$ cat src/rtl/line_cache_ctrl.sv
// Direct-mapped write-back/write-allocate cache: hits answer combinationally in the request cycle,
// misses stall the core (core_ready=0) through an optional line writeback and a line fill.
module line_cache_ctrl #(
    parameter int NUM_LINES  = 4,
    parameter int ADDR_WIDTH = 20
) (
    input  logic                  clk,
    input  logic                  reset,
    input  logic                  core_req,
    input  logic                  core_we,
    input  logic [ADDR_WIDTH-1:0] core_addr,
    input  logic [31:0]           core_wdata,
    output logic [31:0]           core_rdata,
    output logic                  core_ready,
    input  logic                  invalidate,
    output logic                  mem_req,
    output logic                  mem_we,
    output logic [ADDR_WIDTH-1:0] mem_addr,
    output logic [127:0]          mem_wdata,
    input  logic [127:0]          mem_rdata,
    input  logic                  mem_ready,
    output logic                  mem_reset_req
);
    localparam int IDX  = $clog2(NUM_LINES);
    localparam int TAGW = ADDR_WIDTH - 4 - IDX;

    typedef enum logic [1:0] {
        S_IDLE = 2'd0,
        S_WB   = 2'd1,
        S_FILL = 2'd2
    } state_e;

    state_e               state_q, state_d;
    logic                 started_q, started_d;
    logic [NUM_LINES-1:0] valid_q, valid_d;
    logic [NUM_LINES-1:0] dirty_q, dirty_d;
    logic [TAGW-1:0]      tag_q  [NUM_LINES];
    logic [127:0]         data_q [NUM_LINES];

    logic [1:0]      offset;
    logic [IDX-1:0]  index;
    logic [TAGW-1:0] tag;
    logic            hit;
    logic            done;
    logic            fill_en;
    logic            store_en;
    logic [127:0]    store_line;
    logic            unused_addr_lsb;

    assign offset          = core_addr[3:2];
    assign index           = core_addr[4+IDX-1:4];
    assign tag             = core_addr[ADDR_WIDTH-1:4+IDX];
    assign unused_addr_lsb = ^core_addr[1:0];

    assign hit  = core_req && valid_q[index] && (tag_q[index] == tag);
    // The memory drops ready only after it has latched the request, so ready seen high
    // again after a low phase marks the end of the transfer.
    assign done = started_q && mem_ready;

    always_ff @(posedge clk) begin
        if (reset) begin
            state_q   <= S_IDLE;
            started_q <= 1'b0;
            valid_q   <= '0;
            dirty_q   <= '0;
        end else begin
            state_q   <= state_d;
            started_q <= started_d;
            valid_q   <= valid_d;
            dirty_q   <= dirty_d;
        end
    end

    always_ff @(posedge clk) begin
        if (!reset && fill_en) begin
            tag_q[index]  <= tag;
            data_q[index] <= mem_rdata;
        end else if (!reset && store_en) begin
            data_q[index] <= store_line;
        end
    end

    always_comb begin
        state_d = state_q;
        case (state_q)
            S_IDLE: begin
                if (core_req && !invalidate && !hit) begin
                    state_d = (valid_q[index] && dirty_q[index]) ? S_WB : S_FILL;
                end
            end
            S_WB:    if (done) state_d = S_FILL;
            S_FILL:  if (done) state_d = S_IDLE;
            default: state_d = S_IDLE;
        endcase
    end

    always_comb begin
        started_d = started_q;
        if (state_d != state_q) begin
            started_d = 1'b0;
        end else if ((state_q == S_WB || state_q == S_FILL) && !mem_ready) begin
            started_d = 1'b1;
        end
    end

    always_comb begin
        valid_d    = valid_q;
        dirty_d    = dirty_q;
        fill_en    = 1'b0;
        store_en   = 1'b0;
        store_line = data_q[index];
        store_line[{offset, 5'b00000} +: 32] = core_wdata;
        case (state_q)
            S_IDLE: begin
                if (invalidate) begin
                    valid_d = '0;
                    dirty_d = '0;
                end else if (hit && core_we) begin
                    store_en       = 1'b1;
                    dirty_d[index] = 1'b1;
                end
            end
            S_WB: if (done) dirty_d[index] = 1'b0;
            S_FILL: begin
                if (done) begin
                    fill_en        = 1'b1;
                    valid_d[index] = 1'b1;
                    dirty_d[index] = 1'b0;
                end
            end
            default: ;
        endcase
    end

    always_comb begin
        core_ready    = 1'b0;
        core_rdata    = '0;
        mem_req       = 1'b0;
        mem_we        = 1'b0;
        mem_addr      = '0;
        mem_wdata     = '0;
        mem_reset_req = 1'b0;
        if (reset) begin
            mem_reset_req = 1'b1;
        end else begin
            case (state_q)
                S_IDLE: begin
                    if (hit && !invalidate) begin
                        core_ready = 1'b1;
                        core_rdata = data_q[index][{offset, 5'b00000} +: 32];
                    end
                end
                S_WB: begin
                    mem_req       = 1'b1;
                    mem_we        = 1'b1;
                    mem_wdata     = data_q[index];
                    mem_addr      = {2'b00, tag_q[index], index, 2'b00};
                    mem_reset_req = done;
                end
                S_FILL: begin
                    mem_req       = 1'b1;
                    mem_addr      = {2'b00, tag, index, 2'b00};
                    mem_reset_req = done;
                end
                default: ;
            endcase
        end
    end
endmodule

$ cat config.mk
export PLATFORM = sky130hd
export DESIGN_NAME = line_cache_ctrl
export DESIGN_NICKNAME = d
export VERILOG_FILES = /design/src/rtl/line_cache_ctrl.sv
export SDC_FILE = /design/constraint.sdc
export NUM_CORES = 1
export LEC_CHECK = 0
export BUFFER_PORTS_ARGS = -buffer_cell sky130_fd_sc_hd__buf_4
export CAP_MARGIN = 20
export CORE_ASPECT_RATIO = 0.5
export CORE_MARGIN = 1
export CORE_UTILIZATION = 58
export CTS_CLUSTER_SIZE = 16
export DETAILED_ROUTE_END_ITERATION = 10
export PLACE_DENSITY = 0.8
export RECOVER_POWER = 25
export SYNTH_ARGS = -nofsm -noshare
export SYNTH_HDL_FRONTEND = slang
export SYNTH_SLANG_ARGS = --single-unit
$ cat constraint.sdc
create_clock -name clk -period 12.7 [get_ports clk]
set_clock_uncertainty 0.1 [all_clocks]
set_input_delay 0 -clock clk [delete_from_list [all_inputs] [get_ports clk]]
set_output_delay 0 -clock clk [all_outputs]
set_load 0.02 [all_outputs]
==> parameters.txt, run 1 <==
Parameter                              Value

Route
  Average wire per standard cell    25.1 um
  Total number of vias    18135
  Final routed wirelength across all metal layers    74.7 mm
  First-iteration detailed-routing DRC count    2030
  Final routed DRC violation total    0
  Detail Route Antenna Nets    0
  Number of optimization iterations in the first detailed-route pass    5
  Via density    6.10

Clocking
  Number of buffers added to fix hold violations after cts    220
  H-tree levels    2
  Clock transition at the registers of the reported paths    0.06 ns
  Root buffer cell    sky130_fd_sc_hd__clkbuf_16
  TritonCTS clock tree    yes
  Quantity of gates resized following cts    0
  Max Buffers Root-to-Sink    3
  Total clock buffers created by CTS    51
  Post-CTS Setup Inserts    0
  Clock latency on the worst-skew pair    0.59 ns
  Sinks on the clock net    579

Logic synthesis
  Number of distinct standard cells referenced by the synthesized netlist    54
  Commonest register cell after synthesis    sky130_fd_sc_hd__edfxtp_1
  Synth warn    0
  Synthesized area divided by synthesized cell count    15.9 um2
  Number of synthesized flops with an enable pin    568
  Total standard cell area after synthesis    27600 um2
  Register bit count reported by yosys    579
  Asr flop ratio synth    0%
  Share of the yosys chip area belonging to registers    62.6%
  Cells after Synth    1735

Timing
  Number of hold-slack violations in the final timing report    0
  Rel. slew slack    -192%
  Setup TNS    0 ns
  Max Transition Viols Final    279
  Time the worst path needs with I/O delays and setup    8.29 ns
  Worst Hold Margin    0.0950 ns
  Highest clock rate    121 MHz
  Actual transition at the worst max-transition pin    4.38 ns
  Setup Viol. Count Final    0
  Unrepaired setup endpoints after global routing    false
  Final period utilization    65.3%

Setup path
  FF-to-FF setup slack    6.96 ns
  Type of element capturing the critical path    flop
  Required time at the endpoint of the critical path    12.91 ns
  Worst setup SP type    input port
  Critical Path AT    8.50 ns
  Largest fanout of any net on the critical path    68
  Setup CP Type    in -> reg

Pwr
  Leakage dissipation    12.7 nW
  Power density over cell area    121 nW/um2
  Max IR drop VDD    0.102 mV
  Final Power    4.18 mW

Layout
  Area growth, synth to finish    24.7%
  Commonest non-fill, non-tap cells in the layout    sky130_fd_sc_hd__edfxtp_1, sky130_fd_sc_hd__buf_4, sky130_fd_sc_hd__dlygate4sd3_1
  Most common cell after layout, fill and taps aside    sky130_fd_sc_hd__edfxtp_1
  Number of standard cells in the layout, taps in and fillers out    2972
  Register area    17300 um2
  Multi-input logic area    9170 um2
  Nets    2481
  Share of final-layout standard cells stronger than drive strength 1    29.8%
  Post-route cell area    34400 um2
  Filler cells    2766

Global routing
  Overflow left after global routing    0
  First-pass GRT wire length    111 mm
  Number of antenna violations at the first check in global routing    8
  Global-route total usage across every layer    30.5%
  Largest net degree at the start of global routing    130
  Vias in the first global route    18456

Floorplanning
  Number of rows created at floorplan    56
  Die span in y    156 um
  Number of primary I/O pins    370
  Die X    311 um
  Die area    48500 um2
  Initial standard-cell utilization of the core    58.9%
  Floorplan core area    46900 um2

Run status
  Outcome    complete, but fails checks
  Failing checks    max-capacitance violations, max-slew violations

Placed design
  DP Wirelength    41.4 mm
  Routability cong.    0.896
  Area after DPL    30700 um2
  Count of port buffers added during placement    363
  Cells after DPL    2649

Worst hold path
  Type of the tightest min-delay check    in -> reg

Run
  Max-cap check violation count    5
power by group:
part / internal (mW) / total (mW) / switching (mW)
registers: 2.10 / 2.10 / 0.00207
logic: 0.199 / 0.395 / 0.196
clock network: 0.974 / 1.68 / 0.707
total: 3.27 / 4.18 / 0.905
metrics by stage:
stage	setup WS (ns)	utilization (%)
6_report	4.41	73.4
5_1_grt	4.06	73.4
4_1_cts	7.06	74.1
3_5_place_dp	6.60	65.6
3_3_place_gp	6.65	65.6
2_1_floorplan	1.36	-
cells in the mapped netlist (9+ instances only):
| cell | number | area share [%] |
|---|---|---|
| sky130_fd_sc_hd__dfxtp_1 | 11 | 0.80 |
| sky130_fd_sc_hd__clkbuf_1 | 73 | 0.99 |
| sky130_fd_sc_hd__xnor2_1 | 12 | 0.38 |
| sky130_fd_sc_hd__and2_1 | 161 | 3.6 |
| sky130_fd_sc_hd__nand2_1 | 153 | 2.1 |
| sky130_fd_sc_hd__o21ai_0 | 131 | 2.4 |
| sky130_fd_sc_hd__nor3_1 | 9 | 0.16 |
| sky130_fd_sc_hd__mux2_4 | 120 | 6.5 |
| sky130_fd_sc_hd__ha_1 | 9 | 0.41 |
| sky130_fd_sc_hd__a31oi_1 | 9 | 0.20 |
| sky130_fd_sc_hd__buf_12 | 11 | 0.80 |
| sky130_fd_sc_hd__edfxtp_1 | 568 | 62 |
| sky130_fd_sc_hd__buf_2 | 12 | 0.22 |
| sky130_fd_sc_hd__inv_1 | 136 | 1.8 |
| sky130_fd_sc_hd__mux2i_1 | 14 | 0.51 |
| sky130_fd_sc_hd__mux4_2 | 163 | 13 |
| sky130_fd_sc_hd__nor2_1 | 32 | 0.44 |
final cells by class:
cell class                      count  area share (%)
Tap cell                          638            2.32
Clock buffer                       57            3.83
Sequential cell                   579            50.2
Timing Repair Buffer              610            14.1
Multi-Input combinational cell    907            26.6
Antenna cell                        7          0.0509
Inverter                          137            1.49
Clock inverter                     37            1.38
critical path, cell delays in order:
cell and delay, ns:
sky130_fd_sc_hd__buf_6 0.28, sky130_fd_sc_hd__clkbuf_1 3.08, sky130_fd_sc_hd__inv_1 1.22, sky130_fd_sc_hd__nand2_1 0.40
sky130_fd_sc_hd__a211oi_1 0.14, sky130_fd_sc_hd__and4_2 0.55, sky130_fd_sc_hd__nand3_4 0.76, sky130_fd_sc_hd__buf_4 0.90
sky130_fd_sc_hd__mux2_4 0.35, sky130_fd_sc_hd__dlygate4sd3_1 0.61
logic make-up (layout without fill, tap and decap cells):
group,after synthesis,count (layout),share of synthesized area [%]
muxes,310,310,21.1
DFF,579,579,62.6
AOI/OAI and AO/OA,186,186,3.91
and+or+nand+nor,381,381,7.03
other,1,11,0.0136
adders and majority gates,9,9,0.408
buffers and inverters,252,841,4.37
xor gates and xnor gates,17,17,0.539
final timing paths:
path                                    from             to  cells past startpoint
worst min register to register    valid_q[3]     valid_q[3]                      1
worst max register to register   tag_q[2][6]  data_q[1][51]                     10
worst max-delay path            core_addr[5]  data_q[2][71]                     10
worst min-delay path            core_addr[4]     valid_q[0]                      3
registers in the layout, indices dropped and copies added, names as in the netlist:
name / flops
data_q: 512
tag_q: 56
dirty_q: 4
valid_q: 4
state_q: 2
started_q: 1
per-layer routing:
metal | track usage [%] | share of wire, % | up-vias
met5 | 0 | 0 | -
met2 | 50.8 | 50 | 1078
li1 | - | - | 7658
met1 | 40.2 | 38 | 9171
met3 | 4.69 | 8.0 | 228
met4 | 14.5 | 4.4 | 0
(Power assumes the default switching activity.)
==> run 2, diff against run 1 <==
==> constraint.sdc (replaced) <==
create_clock -name clk -period 8.7 [get_ports clk]
set_clock_uncertainty 0.1 [all_clocks]
set_input_delay 0 -clock clk [delete_from_list [all_inputs] [get_ports clk]]
set_output_delay 0 -clock clk [all_outputs]
set_load 0.02 [all_outputs]
==> run 2 against run 1 <==
Compared with the run above: the flow still finishes with violations (max-capacitance violations, max-slew violations); wire length is 3.3% lower; first-iteration DRC count is 15% lower; critical endpoint is now data_q[1][126]; final area is 0.50% lower; sequential cell count stayed put; core utilization is 0.37 points lower; count of clock-buffer cells in the layout is 6 higher; die area stayed put; sequential power is 46% higher; setup slack worse by 2.7 ns; highest routed layer unchanged; sequential share of layout area is 0.25 points higher; power is 39% higher.
==> parameters.txt, run 2 (synthesis results as in run 1) <==
Parameter                              Value

Layout
  Utilization of the core after routing    73.1% (-0.37 points)
  Post-route cell area    34300 um2 (-0.50%)
  Share of final-layout standard cells stronger than drive strength 1    30.1% (+0.28 points)
  Area growth, synth to finish    24.1%
  Nets    2474 (-0.28%)
  Largest register FFs    512 (unchanged)
  Register ranked first by flip-flop count    data_q
  Regs by FF count    data_q: 512 flops, tag_q: 56 flops
  Commonest non-fill, non-tap cells in the layout    sky130_fd_sc_hd__edfxtp_1, sky130_fd_sc_hd__buf_4, sky130_fd_sc_hd__dlygate4sd3_1
  Filler cells    2800 (+1.2%)
  Most common cell after layout, fill and taps aside    sky130_fd_sc_hd__edfxtp_1

Run status
  Failing checks    max-capacitance violations, max-slew violations
  Outcome    complete, but fails checks

Run
  Max-cap check violation count    4 (-1)

Route
  Met1 WL    27.1 mm (-3.6%)
  Number of optimization iterations in the first detailed-route pass    7 (+2)
  Wire length on met2    36.6 mm (-1.6%)
  First-iteration detailed-routing DRC count    1719 (-15%)
  Final routed wirelength across all metal layers    72.2 mm (-3.3%)
  Final routed DRC violation total    0 (unchanged)
  Top Metal Used    met4
  Via density    6.03 (-1.2%)
  Routed met3 length    5.73 mm (-4.6%)
  Detail Route Antenna Nets    0 (unchanged)
  Total number of vias    17855 (-1.5%)
  Average wire per standard cell    24.4 um (-3.0%)

Global routing
  Vias in the first global route    18232 (-1.2%)
  First-pass GRT wire length    108 mm (-3.2%)
  Overflow left after global routing    0 (unchanged)
  Global-route total usage across every layer    29.5% (-1.1 points)
  Number of antenna violations at the first check in global routing    3 (-5)
  Largest net degree at the start of global routing    130 (unchanged)

Placed design
  Routability cong.    0.873 (-2.5%)
  Post-Place Worst Slack    3.34 ns (-3.26 ns)
  Count of port buffers added during placement    363 (unchanged)
  Area after DPL    30800 um2 (+0.11%)
  DP Wirelength    40.6 mm (-1.8%)

Pwr
  Leakage dissipation    12.7 nW (-0.47%)
  Max IR drop VDD    0.133 mV (+30%)
  Power density over cell area    170 nW/um2 (+40%)
  Final Power    5.82 mW (+39%)

Setup path
  Worst setup SP type    input port
  Top cell family by delay on the critical path    buffers and inverters
  Worst stage delay on the critical path    1.62 ns (-1.46 ns)
  Critical Path AT    7.16 ns (-1.34 ns)
  CP cell instances    dlygate4sd3_1, buf_6, buf_4, mux4_1, xnor2_1, nand4_1, a211oi_1, and4_1, nand3_4, buf_4, mux2_4, dlygate4sd3_1
  Setup CP Type    in -> reg
  Type of element capturing the critical path    flop
  Largest fanout of any net on the critical path    56 (-18%)
  Required time at the endpoint of the critical path    8.91 ns (-4.00 ns)
  Crit path max-delay cell type    sky130_fd_sc_hd__and4_1
  Buffers and inverters on the worst path    5 (unchanged)

Timing
  Setup Viol. Count Final    0 (unchanged)
  Actual transition at the worst max-transition pin    3.09 ns (-1.30 ns)
  Final period utilization    80.0%
  Number of hold-slack violations in the final timing report    0 (unchanged)
  Time the worst path needs with I/O delays and setup    6.96 ns
  Final Worst Setup Slack    1.74 ns (-2.66 ns)
  Setup TNS    0 ns (unchanged)
  Rel. slew slack    -106% (+87 points)
  Max Transition Viols Final    178 (-36%)
  Unrepaired setup endpoints after global routing    false
  Highest clock rate    144 MHz

Clocking
  Clock latency on the worst-skew pair    0.58 ns (about the same)
  Total clock buffers created by CTS    51 (unchanged)
  Root buffer cell    sky130_fd_sc_hd__clkbuf_16
  Sinks on the clock net    579 (unchanged)
  Quantity of gates resized following cts    0 (unchanged)
  Max Buffers Root-to-Sink    3 (unchanged)
  TritonCTS clock tree    yes
  H-tree levels    2 (unchanged)
  Clock transition at the registers of the reported paths    0.07 ns (about the same)

Floorplanning
  Die X    311 um (unchanged)
  Floorplan core area    46900 um2 (unchanged)
  Initial standard-cell utilization of the core    58.9% (unchanged)
  Die area    48500 um2 (unchanged)
  Die span in y    156 um (unchanged)
  Number of primary I/O pins    370 (unchanged)
  Number of rows created at floorplan    56 (unchanged)

Worst hold path
  Type of the tightest min-delay check    in -> reg
-- run 2: cell types whose count changed in the layout (fill, tap and decap cells not counted), sizes merged --
| cell | delta |
|---|---|
| buf | +10 |
| dlygate4sd3 | -4 |
| diode | -2 |
| clkinv | +2 |
| bufinv | -8 |
| inv | -1 |
| clkbuf | -7 |
-- run 2: routing by layer --
metal / GRT usage [%] / vias to the layer above
met5: 0 / -
met4: 12.1 / 0
li1: - / 7630
met2: 50.2 / 995
met3: 4.90 / 204
met1: 38.2 / 9026
-- run 2: stage by stage --
step	hold WS [ns]	std cells
after global routing	0.0972	2960
after detailed placement	0.135	2647
after CTS	0.0405	2956
after global placement	0.131	2647
final	0.0712	2962
after floorplan	-0.00113	1738
-- run 2: final timing paths --
path                 from              to  slack (ns)  depth (start not counted)
min              core_req      state_q[1]        0.07                          6
max reg2reg  tag_q[1][12]  data_q[1][126]        2.39                          9
max          core_addr[5]  data_q[1][126]        1.74                         12
min reg2reg    valid_q[1]      valid_q[1]        0.40                          1
-- run 2: what timing repair did --
item / 4_1_cts / 5_1_grt
hold buffers: 216 / 0
endpoints found under the hold margin: 579 / 0
buffers inserted: 0 / 0
-- run 2: power breakdown --
| group | switching [mW] | internal [mW] | total [mW] |
|---|---|---|---|
| Combinational | 0.279 | 0.282 | 0.562 |
| Sequential | 0.00290 | 3.06 | 3.07 |
| Clock | 0.997 | 1.20 | 2.20 |
-- run 2: final cells by class --
type	count	area, um2	area share, %
Sequential cell	579	17300	50.4
Multi-Input combinational cell	907	9170	26.8
Timing Repair Buffer	603	4890	14.3
Clock buffer	63	1360	3.98
Inverter	137	514	1.50
Antenna cell	5	12.5	0.0365
Clock inverter	30	221	0.647
Tap cell	638	798	2.33
-- run 2: worst min-delay path: cells and delay by family --
kind | cells | cell delay (ns)
AO/OA/AOI/OAI | 3 | 0.42
AND/OR/NAND/NOR | 2 | 0.16
buffers and inverters | 1 | 0.12
==> run 3, diff against run 2 <==
--- a/config.mk
+++ b/config.mk
@@ -9,10 +9,10 @@
 export CAP_MARGIN = 20
 export CORE_ASPECT_RATIO = 0.5
 export CORE_MARGIN = 1
-export CORE_UTILIZATION = 58
+export CORE_UTILIZATION = 53
 export CTS_CLUSTER_SIZE = 16
 export DETAILED_ROUTE_END_ITERATION = 10
-export PLACE_DENSITY = 0.8
+export PLACE_DENSITY = 0.77
 export RECOVER_POWER = 25
 export SYNTH_ARGS = -nofsm -noshare
 export SYNTH_HDL_FRONTEND = slang
==> constraint.sdc (replaced) <==
create_clock -name clk -period 5.75 [get_ports clk]
set_clock_uncertainty 0.1 [all_clocks]
set_input_delay 0 -clock clk [delete_from_list [all_inputs] [get_ports clk]]
set_output_delay 0 -clock clk [all_outputs]
set_load 0.02 [all_outputs]
==> run 3 against run 2 <==
Compared with the run above: the flow now finishes without violations; combinational power grew 53%; non-clock buffer count grew 21; worst hold slack gained 0.0028 ns; register-to-register slack lost 1.5 ns; power grew 53%; highest routed layer is now met5; largest cell class unchanged; sequential share of layout area shrank 0.50 points; setup slack lost 0.80 ns; clock power grew 56%.
==> parameters.txt, run 3 (synthesis results as in run 1) <==
Parameter                              Value

Timing
  Time the worst path needs with I/O delays and setup    4.81 ns
  Unrepaired setup endpoints after global routing    false
  Actual transition at the worst max-transition pin    1.11 ns (-1.98 ns)
  Max Transition Viols Final    0 (-100%)
  Rel. slew slack    25.4% (+130 points)
  Worst Hold Margin    0.0740 ns (+0.00281 ns)
  Number of hold-slack violations in the final timing report    0 (unchanged)
  Setup TNS    0 ns (unchanged)
  Highest clock rate    208 MHz
  Setup Viol. Count Final    0 (unchanged)
  Final period utilization    83.7%

Route
  Final routed wirelength across all metal layers    73.4 mm (+1.7%)
  Average wire per standard cell    24.2 um (-0.58%)
  First-iteration detailed-routing DRC count    1826 (+6.2%)
  Number of optimization iterations in the first detailed-route pass    5 (-2)
  Final routed DRC violation total    0 (unchanged)
  Total number of vias    17797 (-0.32%)
  Via density    5.87 (-2.6%)
  Detail Route Antenna Nets    0 (unchanged)

Worst hold path
  Worst Hold Path Cells    2 (-4)
  Launch instance of the worst min-delay path    core_addr[4]
  Type of the tightest min-delay check    in -> reg

Placed design
  Count of port buffers added during placement    363 (unchanged)
  Routability cong.    0.825 (-5.6%)
  DP Wirelength    43.9 mm (+7.9%)
  Area after DPL    31000 um2 (+0.89%)

Setup path
  Reg2Reg Launch Point    tag_q[0][6]
  Required time at the endpoint of the critical path    5.96 ns (-2.95 ns)
  Critical path startpoint    tag_q[0][6]
  Critical Path AT    5.02 ns (-2.14 ns)
  Worst stage delay on the critical path    0.61 ns (-1.01 ns)
  Largest fanout of any net on the critical path    35 (-38%)
  Type of element capturing the critical path    flop
  Buffers and inverters on the worst path    3 (-2)
  CP cell instances    mux4_1, xnor2_1, nand4_1, a211oi_1, and4_2, buf_4, nand3_1, buf_4, mux2_4, dlygate4sd3_1
  Worst setup SP type    flop
  Crit path max-delay cell type    sky130_fd_sc_hd__dlygate4sd3_1
  Top cell family by delay on the critical path    buffers and inverters
  Setup CP Type    reg -> reg
  Cell depth of the worst flop-to-flop path    10 (+1)
  Stages on the worst setup path    10 (-2)
  Worst path most repeated cell    sky130_fd_sc_hd__buf_4

Clocking
  Clock latency on the worst-skew pair    0.59 ns (about the same)
  TritonCTS clock tree    yes
  Number of buffers added to fix hold violations after cts    219 (+1.4%)
  Clock transition at the registers of the reported paths    0.07 ns (about the same)
  Root buffer cell    sky130_fd_sc_hd__clkbuf_16
  Post-CTS Setup Inserts    0 (unchanged)
  Quantity of gates resized following cts    0 (unchanged)
  Max Buffers Root-to-Sink    3 (unchanged)
  H-tree levels    2 (unchanged)
  Sinks on the clock net    579 (unchanged)
  Total clock buffers created by CTS    49 (-3.9%)

Pwr
  Leakage dissipation    12.8 nW (+1.5%)
  Power density over cell area    258 nW/um2 (+52%)
  Max IR drop VDD    0.207 mV (+55%)

Floorplanning
  Die X    325 um (+4.6%)
  Number of primary I/O pins    370 (unchanged)
  Die area    53100 um2 (+9.3%)
  Floorplan core area    50800 um2 (+8.4%)
  Die span in y    163 um (+4.6%)
  Initial standard-cell utilization of the core    54.3% (-4.5 points)
  Number of rows created at floorplan    58 (+3.6%)

Layout
  Largest register FFs    512 (unchanged)
  Share of final-layout standard cells stronger than drive strength 1    30.4% (+0.31 points)
  Nets    2493 (+0.77%)
  Filler cells    3364 (+20%)
  Commonest non-fill, non-tap cells in the layout    sky130_fd_sc_hd__edfxtp_1, sky130_fd_sc_hd__buf_4, sky130_fd_sc_hd__dlygate4sd3_1
  Register area    17300 um2 (unchanged)
  Most common cell after layout, fill and taps aside    sky130_fd_sc_hd__edfxtp_1
  Multi-input logic area    9190 um2 (+0.15%)
  Area growth, synth to finish    25.3%
  Regs by FF count    data_q: 512 flops, tag_q: 56 flops
  Post-route cell area    34600 um2 (+1.0%)
  Register ranked first by flip-flop count    data_q

Global routing
  Global-route total usage across every layer    27.4% (-2.0 points)
  Overflow left after global routing    0 (unchanged)
  Largest net degree at the start of global routing    81 (-38%)
  Vias in the first global route    18060 (-0.94%)
  First-pass GRT wire length    109 mm (+1.4%)
  Number of antenna violations at the first check in global routing    3 (unchanged)

Run status
  Outcome    complete, no violations

Run
  Max-cap check violation count    0 (-4)
[run 3: cell type report]
type	instances	share of cell area (%)
repair buffers	624	14.8
multi-input cells	907	26.6
inverters	137	1.49
flip-flops and latches	579	49.9
well taps	690	2.50
clock buffers	56	3.65
diodes	3	0.0217
clock inverters	35	1.07
[run 3: metal layers]
metal	vias to the layer above	wire, um	share of wire, %	GRT usage (%)
met5	-	13	0.018	0
met3	194	5250	7.2	3.97
met4	2	3040	4.1	11.1
met1	9024	28000	38	36.3
met2	910	37100	51	46.3
li1	7667	-	-	-
[run 3: worst paths after layout]
| check | end | slack (ns) |
|---|---|---|
| setup / recovery | data_q[2][17] | 0.94 |
| hold / removal | dirty_q[1] | 0.07 |
| setup reg to reg | data_q[2][17] | 0.94 |
| hold reg to reg | valid_q[3] | 0.40 |
[run 3: report_power, final]
part	total (mW)	switching [mW]	internal, mW
clock	3.44	1.54	1.90
combinational	0.859	0.427	0.432
sequential	4.64	0.00439	4.63
[run 3: through the flow]
step	utilization [%]	total power [mW]	instances	setup slack (ns)
finish	68.1	8.93	3031	0.939
global route	68.1	9.17	3030	0.829
CTS	68.6	8.96	3025	1.42
detailed placement	61.1	5.46	2715	1.16
global placement	61.1	5.44	2715	1.23
floorplan	-	5.17	1738	-0.0981
